**src/rtl/uart_rx_frame.sv**
```systemverilog
// UART receiver, 8N1, LSB first: 2-flop synchroniser, mid-bit start validation and
// mid-bit sampling, one-cycle data-valid or framing-error strobe per frame.
//
// state   | meaning
// --------+-------------------------------------------------------------
// IDLE    | line idle, waiting for rx_s low
// START   | counting to mid start bit, rejecting glitches
// DATA    | sampling 8 data bits at mid-bit, LSB first
// STOP    | sampling the stop bit at mid-bit
// CLEANUP | one cycle after a good byte, strobe drops
// BREAK   | stop bit was low, wait for the line to return high
module uart_rx_frame #(
    parameter int CLKS_PER_BIT = 87
) (
    input  logic       i_Clock,
    input  logic       i_Rst_n,
    input  logic       i_Rx_Serial,
    output logic       o_Rx_DV,
    output logic [7:0] o_Rx_Byte,
    output logic       o_Rx_Frame_Err,
    output logic       o_Rx_Active
);

    typedef enum logic [2:0] {
        IDLE    = 3'd0,
        START   = 3'd1,
        DATA    = 3'd2,
        STOP    = 3'd3,
        CLEANUP = 3'd4,
        BREAK   = 3'd5
    } state_t;

    localparam logic [15:0] HALF = 16'((CLKS_PER_BIT - 1) / 2);
    localparam logic [15:0] LAST = 16'(CLKS_PER_BIT - 1);

    state_t      state;
    logic        rx_meta;
    logic        rx_s;
    logic [15:0] count;
    logic [2:0]  idx;
    logic [7:0]  shift;

    always_ff @(posedge i_Clock or negedge i_Rst_n) begin
        if (!i_Rst_n) begin
            rx_meta <= 1'b1;
            rx_s    <= 1'b1;
        end else begin
            rx_meta <= i_Rx_Serial;
            rx_s    <= rx_meta;
        end
    end

    always_ff @(posedge i_Clock or negedge i_Rst_n) begin
        if (!i_Rst_n) begin
            state          <= IDLE;
            count          <= 16'd0;
            idx            <= 3'd0;
            shift          <= 8'h00;
            o_Rx_DV        <= 1'b0;
            o_Rx_Byte      <= 8'h00;
            o_Rx_Frame_Err <= 1'b0;
            o_Rx_Active    <= 1'b0;
        end else begin
            o_Rx_DV        <= 1'b0;
            o_Rx_Frame_Err <= 1'b0;
            case (state)
                IDLE: begin
                    count <= 16'd0;
                    idx   <= 3'd0;
                    if (!rx_s) begin
                        state       <= START;
                        o_Rx_Active <= 1'b1;
                    end
                end
                START: begin
                    if (count == HALF) begin
                        count <= 16'd0;
                        if (rx_s) begin
                            state       <= IDLE;
                            o_Rx_Active <= 1'b0;
                        end else begin
                            state <= DATA;
                        end
                    end else begin
                        count <= count + 16'd1;
                    end
                end
                DATA: begin
                    if (count == LAST) begin
                        count      <= 16'd0;
                        shift[idx] <= rx_s;
                        if (idx == 3'd7) begin
                            idx   <= 3'd0;
                            state <= STOP;
                        end else begin
                            idx <= idx + 3'd1;
                        end
                    end else begin
                        count <= count + 16'd1;
                    end
                end
                STOP: begin
                    if (count == LAST) begin
                        count       <= 16'd0;
                        o_Rx_Active <= 1'b0;
                        if (rx_s) begin
                            o_Rx_Byte <= shift;
                            o_Rx_DV   <= 1'b1;
                            state     <= CLEANUP;
                        end else begin
                            // byte is discarded; BREAK holds off new starts while low
                            o_Rx_Frame_Err <= 1'b1;
                            state          <= BREAK;
                        end
                    end else begin
                        count <= count + 16'd1;
                    end
                end
                CLEANUP: begin
                    state <= IDLE;
                end
                BREAK: begin
                    if (rx_s) begin
                        state <= IDLE;
                    end
                end
                default: begin
                    state       <= IDLE;
                    count       <= 16'd0;
                    idx         <= 3'd0;
                    o_Rx_Active <= 1'b0;
                end
            endcase
        end
    end

endmodule

```
**config.mk**
```make
export PLATFORM = sky130hd
export DESIGN_NAME = uart_rx_frame
export DESIGN_NICKNAME = d
export VERILOG_FILES = /design/src/rtl/uart_rx_frame.sv
export SDC_FILE = /design/constraint.sdc
export NUM_CORES = 1
export LEC_CHECK = 0
export ABC_CLOCK_PERIOD_IN_PS = 2550
export BUFFER_PORTS_ARGS = -buffer_cell sky130_fd_sc_hd__buf_2
export CORE_MARGIN = 2
export CORE_UTILIZATION = 50
export CTS_CLUSTER_SIZE = 30
export DETAILED_ROUTE_END_ITERATION = 7
export GPL_ROUTABILITY_DRIVEN = 1
export PLACE_DENSITY = 0.68
export REMOVE_ABC_BUFFERS = 1
export SETUP_SLACK_MARGIN = 0.2
export SLEW_MARGIN = 30
export SYNTH_ARGS = -nofsm -noshare
export SYNTH_HDL_FRONTEND = slang
export SYNTH_SLANG_ARGS = --single-unit
```
**constraint.sdc**
```tcl
create_clock -name i_Clock -period 2.55 [get_ports i_Clock]
set_input_delay 0.51 -clock i_Clock [delete_from_list [all_inputs] [get_ports i_Clock]]
set_output_delay 0.51 -clock i_Clock [all_outputs]
set_load 0.02 [all_outputs]
```
==> impl.org <==
** Pwr
- In this run the static leakage power is 1.12 nW.
- For this design the ratio of total power to cell area is 539 nW/um2.
- Clk network pwr share :: 0.355
- In this run the power spent charging and discharging nets is 342 uW.
- Of the total power, registers draw 0.552.
- Portion of total power attributed to combinational logic :: 0.092
- Switching share of power :: 0.261
- The design draws 1.31 mW.
- The internal power of the cells totals 965 uW.
- Worst vdd rail ir drop :: 0.339 mV

** Synth
- Count leader, synth :: sky130_fd_sc_hd__dfrtp_1
- Yosys mapped the design onto 43 distinct sky130hd cell types.
- Synthesis produced 218 cells.
- Of the synthesized area, sequential elements account for 0.490.
- Cell taking the most area after synthesis :: sky130_fd_sc_hd__dfrtp_1
- Async set or reset register ratio after synthesis :: 1.00
- The synthesized design contains 43 register bits.
- In this run the cell area of the synthesized design comes to 2200 um2.
- Top cells by instance count after synthesis :: sky130_fd_sc_hd__dfrtp_1 (41), sky130_fd_sc_hd__nand2_1 (19), sky130_fd_sc_hd__o21ai_0 (18), sky130_fd_sc_hd__mux2_2 (15), sky130_fd_sc_hd__nand3_1 (14)
- EDFF count, synth :: 0
- Mean Syn Cell Area :: 10.1 um2
- The most used flip-flop cell after synthesis is sky130_fd_sc_hd__dfrtp_1.
- Of the post-synthesis cell area, the dominant cell type holds 0.466.
- Top area cells in the synthesized netlist :: sky130_fd_sc_hd__dfrtp_1 (47%), sky130_fd_sc_hd__mux2_2 (7.7%), sky130_fd_sc_hd__o21ai_0 (4.1%), sky130_fd_sc_hd__nand2_1 (3.2%), sky130_fd_sc_hd__nand3_1 (3.2%)
- The Yosys step of the flow raised 0 warnings.

** Clocking
- After clock tree synthesis, the clock-pin slew on the worst setup and hold paths is 0.09 ns.
- Counting every sink on the clock net gives 43.
- Worst-Skew Late Latency :: 0.30 ns
- Clock tree from TritonCTS :: done
- Deepest clock path buffer count :: 2
- Buffers inserted during clock tree synthesis total 5.
- The tree is rooted in a sky130_fd_sc_hd__clkbuf_8.
- Post-CTS timing repair inserted 0 buffers for setup.
- Total number of H-tree levels :: 2

** Worst setup path
- Largest fanout on the critical path :: 9
- Data arrival time of the worst path :: 2.33 ns
- By startpoint and endpoint, the worst setup path is classified as flip-flop to flip-flop.
- Critical path capture point type :: flip-flop
- STA classifies the critical path startpoint as a flip-flop.
- STA puts the critical path data required time at 2.73 ns.

** Placed design
- During placement, the flow inserted port buffers numbering 13.
- Placer Congestion :: 0.876
- HPWL Detailed :: 2.89 mm

** GRT
- The first global-routing pass estimated 7.45 mm of wire.
- Number of antenna violations at the first check in global routing :: 0
- Total track usage :: 0.190
- Maximum number of pins on one net before global-route repair :: 25
- Summed over all layers, the global routing overflow is 0.
- Vias in the first global route :: 1541

** Floorplan
- For this configuration, the core starts out at a cell density of 0.512.
- X dimension of the die :: 70.3 um
- Die boundary height :: 70.3 um
- The floorplan step defined a die boundary enclosing 4950 um2.
- The floorplan has 24 rows.
- In this run the standard cell core region covers 4290 um2.
- Pin placement for this block handled 14 I/O pins.

** Route
- DRT iter0 DRCs :: 126
- Average via count per standard cell :: 5.82
- After detailed routing, the number of remaining DRC violations is 0.
- Routed wire length per instance :: 14.9 um
- Routed Antenna Nets :: 0
- The routed layout has 1659 vias.
- The final layout contains routed wiring with a total length of 4.25 mm.
- The pre-antenna-repair detailed-routing pass consisted of 4 iterations.

** Timing
- Max_slew headroom :: 0.666
- Fmax :: 465 MHz
- Worst Skew :: 0.0116 ns
- Setup violations remaining at the end of the flow were counted as 0.
- At the pin with the least slew margin, the transition time is 0.497 ns.
- Final total negative setup slack :: 0 ns
- Final-report max-slew violation count :: 0
- Setup repair after global routing left no endpoint under its margin.
- Final hold violation count :: 0
- In the finished design, the share of the clock period the worst path needs comes to 0.843.
- The worst path in the final design needs a cycle of 2.15 ns, including I/O delays and setup.

** Run status
- The flow ran to the end, and the final reports show no timing, DRC or antenna violations.

** Finish
- Fill cells in the final layout number 390.
- Antenna diode count :: 0
- Of the cells placed in the final design, the portion with a size suffix greater than 1 is 0.219.
- Area growth from synthesis to layout :: 10.2%
- For this run, the post-layout net count is 239.

** Job
- Max-cap violations :: 0

** Min path
- Classification of the worst-slack hold path :: input port to asynchronous set/reset pin
layout by cell type (no fill, tap or decap), types with 2 or more instances in the layout:
master / count
sky130_fd_sc_hd__and3_1: 4
sky130_fd_sc_hd__inv_1: 7
sky130_fd_sc_hd__nor3_1: 10
sky130_fd_sc_hd__a21oi_1: 10
sky130_fd_sc_hd__buf_2: 13
sky130_fd_sc_hd__nand2_1: 19
sky130_fd_sc_hd__o21ai_0: 18
sky130_fd_sc_hd__nand2b_1: 2
sky130_fd_sc_hd__a21o_1: 3
sky130_fd_sc_hd__nand3_1: 14
sky130_fd_sc_hd__and4_1: 2
sky130_fd_sc_hd__dfrtp_1: 41
sky130_fd_sc_hd__or3_1: 4
sky130_fd_sc_hd__nor2_1: 10
sky130_fd_sc_hd__nor3b_1: 2
sky130_fd_sc_hd__xnor2_1: 3
sky130_fd_sc_hd__nor4_1: 2
sky130_fd_sc_hd__buf_4: 6
sky130_fd_sc_hd__dfstp_2: 2
sky130_fd_sc_hd__ha_1: 4
sky130_fd_sc_hd__nor2b_1: 4
sky130_fd_sc_hd__mux2_2: 15
sky130_fd_sc_hd__a31oi_1: 4
sky130_fd_sc_hd__clkbuf_8: 6
sky130_fd_sc_hd__mux2_1: 2
sky130_fd_sc_hd__nand4_1: 4
sky130_fd_sc_hd__nor4bb_1: 2
state kept, by name (all words and copies together), names as in the netlist:
signal and count:
rx_s 1, o_Rx_Frame_Err 1, o_Rx_Active 1, state 3, o_Rx_Byte 8, o_Rx_DV 1, idx 3, shift 8
rx_meta 1, count 16
metrics by stage:
stage                     cell area (um2)  cells  setup slack (ns)  hold slack, ns  utilization
final                                2420    285             0.401           0.151        0.564
after global placement               2320    277             0.361           0.346        0.541
after floorplan                      2150    206             0.536           0.214            -
after global routing                 2420    285             0.214           0.166        0.564
after CTS                            2420    285             0.334           0.160        0.564
after detailed placement             2320    277             0.359           0.348        0.541
layout make-up:
type / instances / area [um2] / area share
clock buffers: 6 / 82.6 / 0.0341
clock inverters: 2 / 16.3 / 0.00671
inverters: 7 / 26.3 / 0.0108
multi-input cells: 156 / 1040 / 0.431
flip-flops and latches: 43 / 1080 / 0.445
well taps: 52 / 65.1 / 0.0268
repair buffers: 19 / 110 / 0.0454
power by group through the flow:
| stage | registers (mW) | logic, mW | clock network, mW |
|---|---|---|---|
| 2_1_floorplan | 0.733 | 0.0715 | 0 |
| 3_3_place_gp | 0.736 | 0.120 | 0 |
| 3_5_place_dp | 0.735 | 0.120 | 0 |
| 4_1_cts | 0.722 | 0.121 | 0.479 |
| 5_1_grt | 0.725 | 0.137 | 0.512 |
| 6_report | 0.722 | 0.121 | 0.464 |
kinds of logic after synthesis:
logic type / synth area share
adders and majority gates: 0.0228
AOI/OAI and AO/OA: 0.119
muxes: 0.0870
and+or+nand+nor: 0.230
xor gates and xnor gates: 0.0159
DFF: 0.490
buffers and inverters: 0.0353
routing by layer:
layer | vias to the layer above | track usage | share of wire
li1 | 824 | - | -
met1 | 791 | 0.296 | 0.53
met2 | 40 | 0.258 | 0.41
met3 | 4 | 0.0462 | 0.045
met4 | 0 | 0.0577 | 0.013
met5 | - | 0 | 0
repair_timing:
| item | CTS | global route |
|---|---|---|
| resized for setup | 0 | 1 |
| hold buffers | 0 | 0 |
| endpoints found under the setup margin | 0 | 10 |
path summary, 6_finish.rpt:
| check | startpoint | to | slack, ns | depth (start not counted) |
|---|---|---|---|---|
| max in group asynchronous | i_Rst_n | rx_meta$_DFF_PN1_ | 1.66 | 2 |
| min reg2reg | rx_meta$_DFF_PN1_ | rx_s$_DFF_PN1_ | 0.36 | 0 |
| max reg2reg | count[0]$_DFFE_PN0N_ | count[12]$_DFFE_PN0N_ | 0.40 | 8 |
| min | i_Rst_n | o_Rx_DV$_DFF_PN0_ | 0.15 | 1 |
| max | count[0]$_DFFE_PN0N_ | count[12]$_DFFE_PN0N_ | 0.40 | 8 |
| min in group i_Clock | i_Rx_Serial | rx_meta$_DFF_PN1_ | 0.30 | 1 |
worst max-delay path, stage by stage (launching register included):
cell and delay (ns):
sky130_fd_sc_hd__dfrtp_1 0.41, sky130_fd_sc_hd__inv_1 0.10, sky130_fd_sc_hd__ha_1 0.16, sky130_fd_sc_hd__nor4bb_1 0.22
sky130_fd_sc_hd__and4_2 0.37, sky130_fd_sc_hd__a2bb2oi_2 0.36, sky130_fd_sc_hd__buf_4 0.23, sky130_fd_sc_hd__or3_1 0.11
sky130_fd_sc_hd__nand3_1 0.07
Note: power is estimated with default switching activity, not from simulation.
